<file path="config.mk">
export PLATFORM = sky130hd
export DESIGN_NAME = mouse_move_sequencer
export DESIGN_NICKNAME = d
export VERILOG_FILES = /design/src/rtl/mouse_move_sequencer.sv
export SDC_FILE = /design/constraint.sdc
export NUM_CORES = 1
export LEC_CHECK = 0
export ABC_AREA = 1
export BUFFER_PORTS_ARGS = -buffer_cell sky130_fd_sc_hd__buf_2
export CAP_MARGIN = 20
export CORE_UTILIZATION = 40
export CTS_CLUSTER_DIAMETER = 120
export CTS_CLUSTER_SIZE = 25
export DETAILED_ROUTE_END_ITERATION = 10
export GPL_TIMING_DRIVEN = 0
export SLEW_MARGIN = 20
export SYNTH_ARGS = -nofsm -noshare
export SYNTH_HDL_FRONTEND = slang
export SYNTH_SLANG_ARGS = --single-unit
export TNS_END_PERCENT = 1
</file>
<file path="constraint.sdc">
create_clock -name clk -period 2.4 [get_ports clk]
set_input_delay 0.24 -clock clk [delete_from_list [all_inputs] [get_ports clk]]
set_output_delay 0.24 -clock clk [all_outputs]
set_load 0.01 [all_outputs]
</file>
<file path="src/rtl/mouse_move_sequencer.sv">
// Maps the mouse cursor to a 3x3 board cell and turns qualified left clicks
// into move requests for the game FSM over a req/ack/reject handshake.
// Ports: clk, reset (async, active-low); posX/posY cursor; buttons + mDoneTick
// mouse packet; turnEnable; moveAck/moveReject from game; moveReq/moveCell
// request; cursorCell hover cell (F = off board); timeoutTick; busy.
// Optional build macro: MOUSE_DEBOUNCE_EN (press needs DEBOUNCE_PKTS packets).
module mouse_move_sequencer #(
  parameter int BOARD_X0      = 170,
  parameter int BOARD_Y0      = 90,
  parameter int CELL_W        = 100,
  parameter int CELL_H        = 100,
  parameter int ACK_TIMEOUT   = 1000000,
  parameter int DEBOUNCE_PKTS = 2
) (
  input  logic       clk,
  input  logic       reset,
  input  logic [9:0] posX,
  input  logic [8:0] posY,
  input  logic [2:0] buttons,
  input  logic       mDoneTick,
  input  logic       turnEnable,
  input  logic       moveAck,
  input  logic       moveReject,
  output logic       moveReq,
  output logic [3:0] moveCell,
  output logic [3:0] cursorCell,
  output logic       timeoutTick,
  output logic       busy
);

  localparam int TW = $clog2(ACK_TIMEOUT);

  typedef enum logic [1:0] {
    IDLE,
    HOLD,
    REQ
  } state_t;

  state_t          state, state_n;
  logic [TW-1:0]   cnt;
  logic [3:0]      press_cell;
  logic [3:0]      cell_n;
  logic [1:0]      col, row;
  logic            left, right, left_q;
  logic            press_evt, release_evt;
  logic            load, tick_n;
  logic            unused_ok;
  int              x, y;

  assign left      = buttons[0];
  assign right     = buttons[1];
  assign unused_ok = buttons[2] ^ (DEBOUNCE_PKTS > 1);

  always_comb begin
    x   = int'(posX);
    y   = int'(posY);
    col = 2'd3;
    row = 2'd3;
    if (x >= BOARD_X0 && x < BOARD_X0 + CELL_W)
      col = 2'd0;
    else if (x >= BOARD_X0 + CELL_W && x < BOARD_X0 + 2*CELL_W)
      col = 2'd1;
    else if (x >= BOARD_X0 + 2*CELL_W && x < BOARD_X0 + 3*CELL_W)
      col = 2'd2;
    if (y >= BOARD_Y0 && y < BOARD_Y0 + CELL_H)
      row = 2'd0;
    else if (y >= BOARD_Y0 + CELL_H && y < BOARD_Y0 + 2*CELL_H)
      row = 2'd1;
    else if (y >= BOARD_Y0 + 2*CELL_H && y < BOARD_Y0 + 3*CELL_H)
      row = 2'd2;
    if (col == 2'd3 || row == 2'd3)
      cell_n = 4'hF;
    else
      cell_n = 4'(row) * 4'd3 + 4'(col);
  end

  // left_q resets high so a button held through reset is not a press.
  assign release_evt = mDoneTick & ~left & left_q;

`ifdef MOUSE_DEBOUNCE_EN
  localparam int DW = $clog2(DEBOUNCE_PKTS + 1);
  logic [DW-1:0] db_cnt;
  logic          armed;

  assign press_evt = mDoneTick & left & armed &
                     (db_cnt == DW'(DEBOUNCE_PKTS - 1));

  // armed: left has been seen low since the last press.
  always_ff @(posedge clk or negedge reset) begin
    if (!reset) begin
      db_cnt <= '0;
      armed  <= 1'b0;
    end else if (mDoneTick) begin
      if (!left) begin
        db_cnt <= '0;
        armed  <= 1'b1;
      end else if (press_evt) begin
        db_cnt <= '0;
        armed  <= 1'b0;
      end else if (armed) begin
        db_cnt <= db_cnt + 1'b1;
      end
    end
  end
`else
  assign press_evt = mDoneTick & left & ~left_q;
`endif

  always_comb begin
    state_n = state;
    load    = 1'b0;
    tick_n  = 1'b0;
    unique case (state)
      IDLE: begin
        if (press_evt && turnEnable && cursorCell != 4'hF) begin
          state_n = HOLD;
          load    = 1'b1;
        end
      end
      HOLD: begin
        if (!turnEnable)
          state_n = IDLE;
        else if (mDoneTick && right)
          state_n = IDLE;
        else if (release_evt)
          state_n = (cursorCell == press_cell) ? REQ : IDLE;
      end
      REQ: begin
        if (moveAck || moveReject) begin
          state_n = IDLE;
        end else if (cnt == TW'(ACK_TIMEOUT - 1)) begin
          state_n = IDLE;
          tick_n  = 1'b1;
        end
      end
      default: state_n = IDLE;
    endcase
  end

  always_ff @(posedge clk or negedge reset) begin
    if (!reset) begin
      state       <= IDLE;
      cnt         <= '0;
      press_cell  <= 4'd0;
      cursorCell  <= 4'hF;
      timeoutTick <= 1'b0;
      left_q      <= 1'b1;
    end else begin
      state       <= state_n;
      cursorCell  <= cell_n;
      timeoutTick <= tick_n;
      cnt         <= (state == REQ) ? cnt + 1'b1 : '0;
      if (load)
        press_cell <= cursorCell;
      if (mDoneTick)
        left_q <= left;
    end
  end

  assign moveReq  = (state == REQ);
  assign moveCell = press_cell;
  assign busy     = (state != IDLE);

endmodule

</file>
==> impl_metrics.ini <==
[placed_design]
port_buffers = 35
dp_cells = 414
gp_congestion = 0.8488
dpl.hpwl_um = 3337
place_ws_ns = -0.2677

[clocking]
clockBufferDepth = 2
clock_latency_ns = 0.28
cts_root_buffer = clkbuf_8
htreeDepth = 2
clkSlewWorstSetupHoldPaths_ns = 0.06
numCtsBuffers = 5
cts_tree = done
cts_num_sinks = 32
holdBufCountCts = 0

[cells_and_area]
drive_gt1_frac = 0.1718
multi_input_area_um2 = 1084
instances_no_fill = 422
seq_area_um2 = 807.0
num-nets-final = 388
syn_to_final_growth_pct = 17.01
diodes = 0
fillerInstances = 527

[drt]
drc = 0
routed_via_density = 4.633
drtAntennaViolNets = 0
vias = 1955
wl_um = 4169
first_pass_iters = 4
first_iter_violations = 81
routedWlPerCell_um = 9.879

[floorplanning]
ios = 39
core_area_um2 = 4880
num_rows = 25
die_height_um = 74.28
start_util = 0.4282
die_x_um = 74.28
die_area_um2 = 5517

[grt]
grt_max_degree = 33
grt_pass1_wl_um = 7093
grt-ovfl-total = 0
grtUsageTotal = 0.1668
grt_pass1_vias = 1717
antenna_found_initial = 0

[synthesis]
synth_seq_area_share = 0.3862
async_reset_ff_frac = 1.000
synth-main-ff-cell = dfrtp_1
synth.cell_area_um2 = 2090
synth_warnings = 0
synth.avg_cell_area_um2 = 6.697
ys_seq_elements = 32
syn_nets = 346
synth_edf_count = 0
synthCells = 312
ys_types = 28

[sta]
clock_skew_ns = 0.003388
finalSetupViolations = 0
final.period_utilization = 0.8737
hold_viol_final = 0
max_freq_ghz = 0.4769
worst_pin_slew_ns = 0.7072
hold_slack_ns = 0.01037
rsz0062_at_grt = no
drv_slew = 0
relSlewSlack = 0.5285
timing.final.crit_period_ns = 2.097
layout_setup_ws_ns = 0.3032

[outcome]
outcome = completed

[critical_path]
arrival_ns = 2.31
crit_path_end_kind = flip-flop
required_ns = 2.62
r2r_slack_ns = 0.91
critPathKind = in -> reg
startpoint_type = primary input
cp_max_fo = 5

[pwr]
ir_drop_uv = 311.3
leakage_uw = 0.001259
power_uw = 1366
pwr_density_cell_nw_per_um2 = 558.7

[job]
max_cap_violations = 0

[worst_hold_path]
hp-class = in -> async
[placed cells by master (no fill, tap or decap), types with 2 or more instances in the layout]
| master | n |
|---|---|
| a21oi_1 | 13 |
| buf_2 | 35 |
| clkbuf_8 | 6 |
| clkinv_2 | 2 |
| dfrtp_1 | 27 |
| dfstp_2 | 5 |
| fa_1 | 2 |
| ha_1 | 4 |
| inv_1 | 50 |
| nand2_1 | 91 |
| nand2_2 | 2 |
| nand3_1 | 24 |
| nand4_1 | 4 |
| nor2_1 | 53 |
| nor2_2 | 3 |
| nor3_1 | 5 |
| nor4_1 | 2 |
| o21ai_0 | 12 |
| or2_2 | 2 |
[worst paths after layout]
check                                from  depth (start not counted)             to
min in group clk                mDoneTick                          2         left_q
worst min register to register     cnt[0]                          1         cnt[0]
worst max register to register     cnt[0]                          8        cnt[14]
max in group asynchronous           reset                          1    moveCell[2]
worst min-delay path                reset                          1       state[0]
worst max-delay path              posY[6]                         13  cursorCell[2]
[through the flow]
step                      TNS (ns)  area [um^2]  utilization
after detailed placement   -0.4107         2349       0.4813
after global placement     -0.3464         2349       0.4813
after global routing             0         2445       0.5010
after CTS                        0         2441       0.5003
final                            0         2445       0.5010
after floorplan                  0         2090            -
[synth_stat cells (2+ instances only)]
cell	instances	area, um^2
nor2_2	3	18.77
ha_1	4	50.05
o21ai_0	13	65.06
inv_1	50	187.7
a21oi_1	13	65.06
fa_1	2	40.04
nand3_1	24	120.1
dfrtp_1	27	675.7
nor4_1	2	12.51
nand4_1	4	25.02
nand2_2	2	12.51
nor2_1	53	198.9
or2_2	2	12.51
nand2_1	91	341.6
nor3_1	5	25.02
dfstp_2	5	131.4
[where the power goes]
group          internal (uW)  total, uW  switching, uW
clock                    228        419            190
combinational            123        303            180
sequential               604        644           40.6
total                    955       1370            411
[worst max-delay path: stages]
cell and delay (ns):
buf_2 0.09, inv_1 0.11, nand2_1 0.06, nor3_1 0.13, a21oi_1 0.12, nand3_1 0.11, o21ai_2 0.11, fa_1 0.54
inv_1 0.04, ha_1 0.19, inv_1 0.06, fa_1 0.40, nand3_1 0.09
[kinds of logic after synthesis]
kind of cell,synth area share
buffers and inverters,0.09700
adder cells (fa/ha/maj),0.04312
AND/OR/NAND/NOR,0.3898
XOR/XNOR,0.008385
AO/OA/AOI/OAI,0.07545
flip-flops,0.3862
[layout make-up]
type	count	share of cell area
inverter	51	0.07830
clock inverter	2	0.004094
tap	67	0.03429
buffer	1	0.004606
sequential	32	0.3301
timing repair buffer	35	0.07165
clock buffer	6	0.03378
multi-input combinational	228	0.4432
[sequential cells by signal (all words and copies together) (netlist names)]
signal       cells
state            2
moveCell         4
left_q           1
cursorCell       4
timeoutTick      1
cnt             20
[timing repair]
| action | CTS | global route |
|---|---|---|
| setup buffers | 0 | 0 |
| endpoints found under the setup margin | 0 | 2 |
| gates resized for setup | 0 | 2 |
[metal layers]
| metal | routed length (um) | global-route usage | vias to the layer above |
|---|---|---|---|
| li1 | - | - | 1065 |
| met1 | 2164 | 0.2217 | 847 |
| met3 | 142 | 0.04336 | 7 |
| met5 | 0 | 0 | - |
| met4 | 71 | 0.05241 | 0 |
| met2 | 1790 | 0.2667 | 36 |
(Power assumes the default switching activity.)
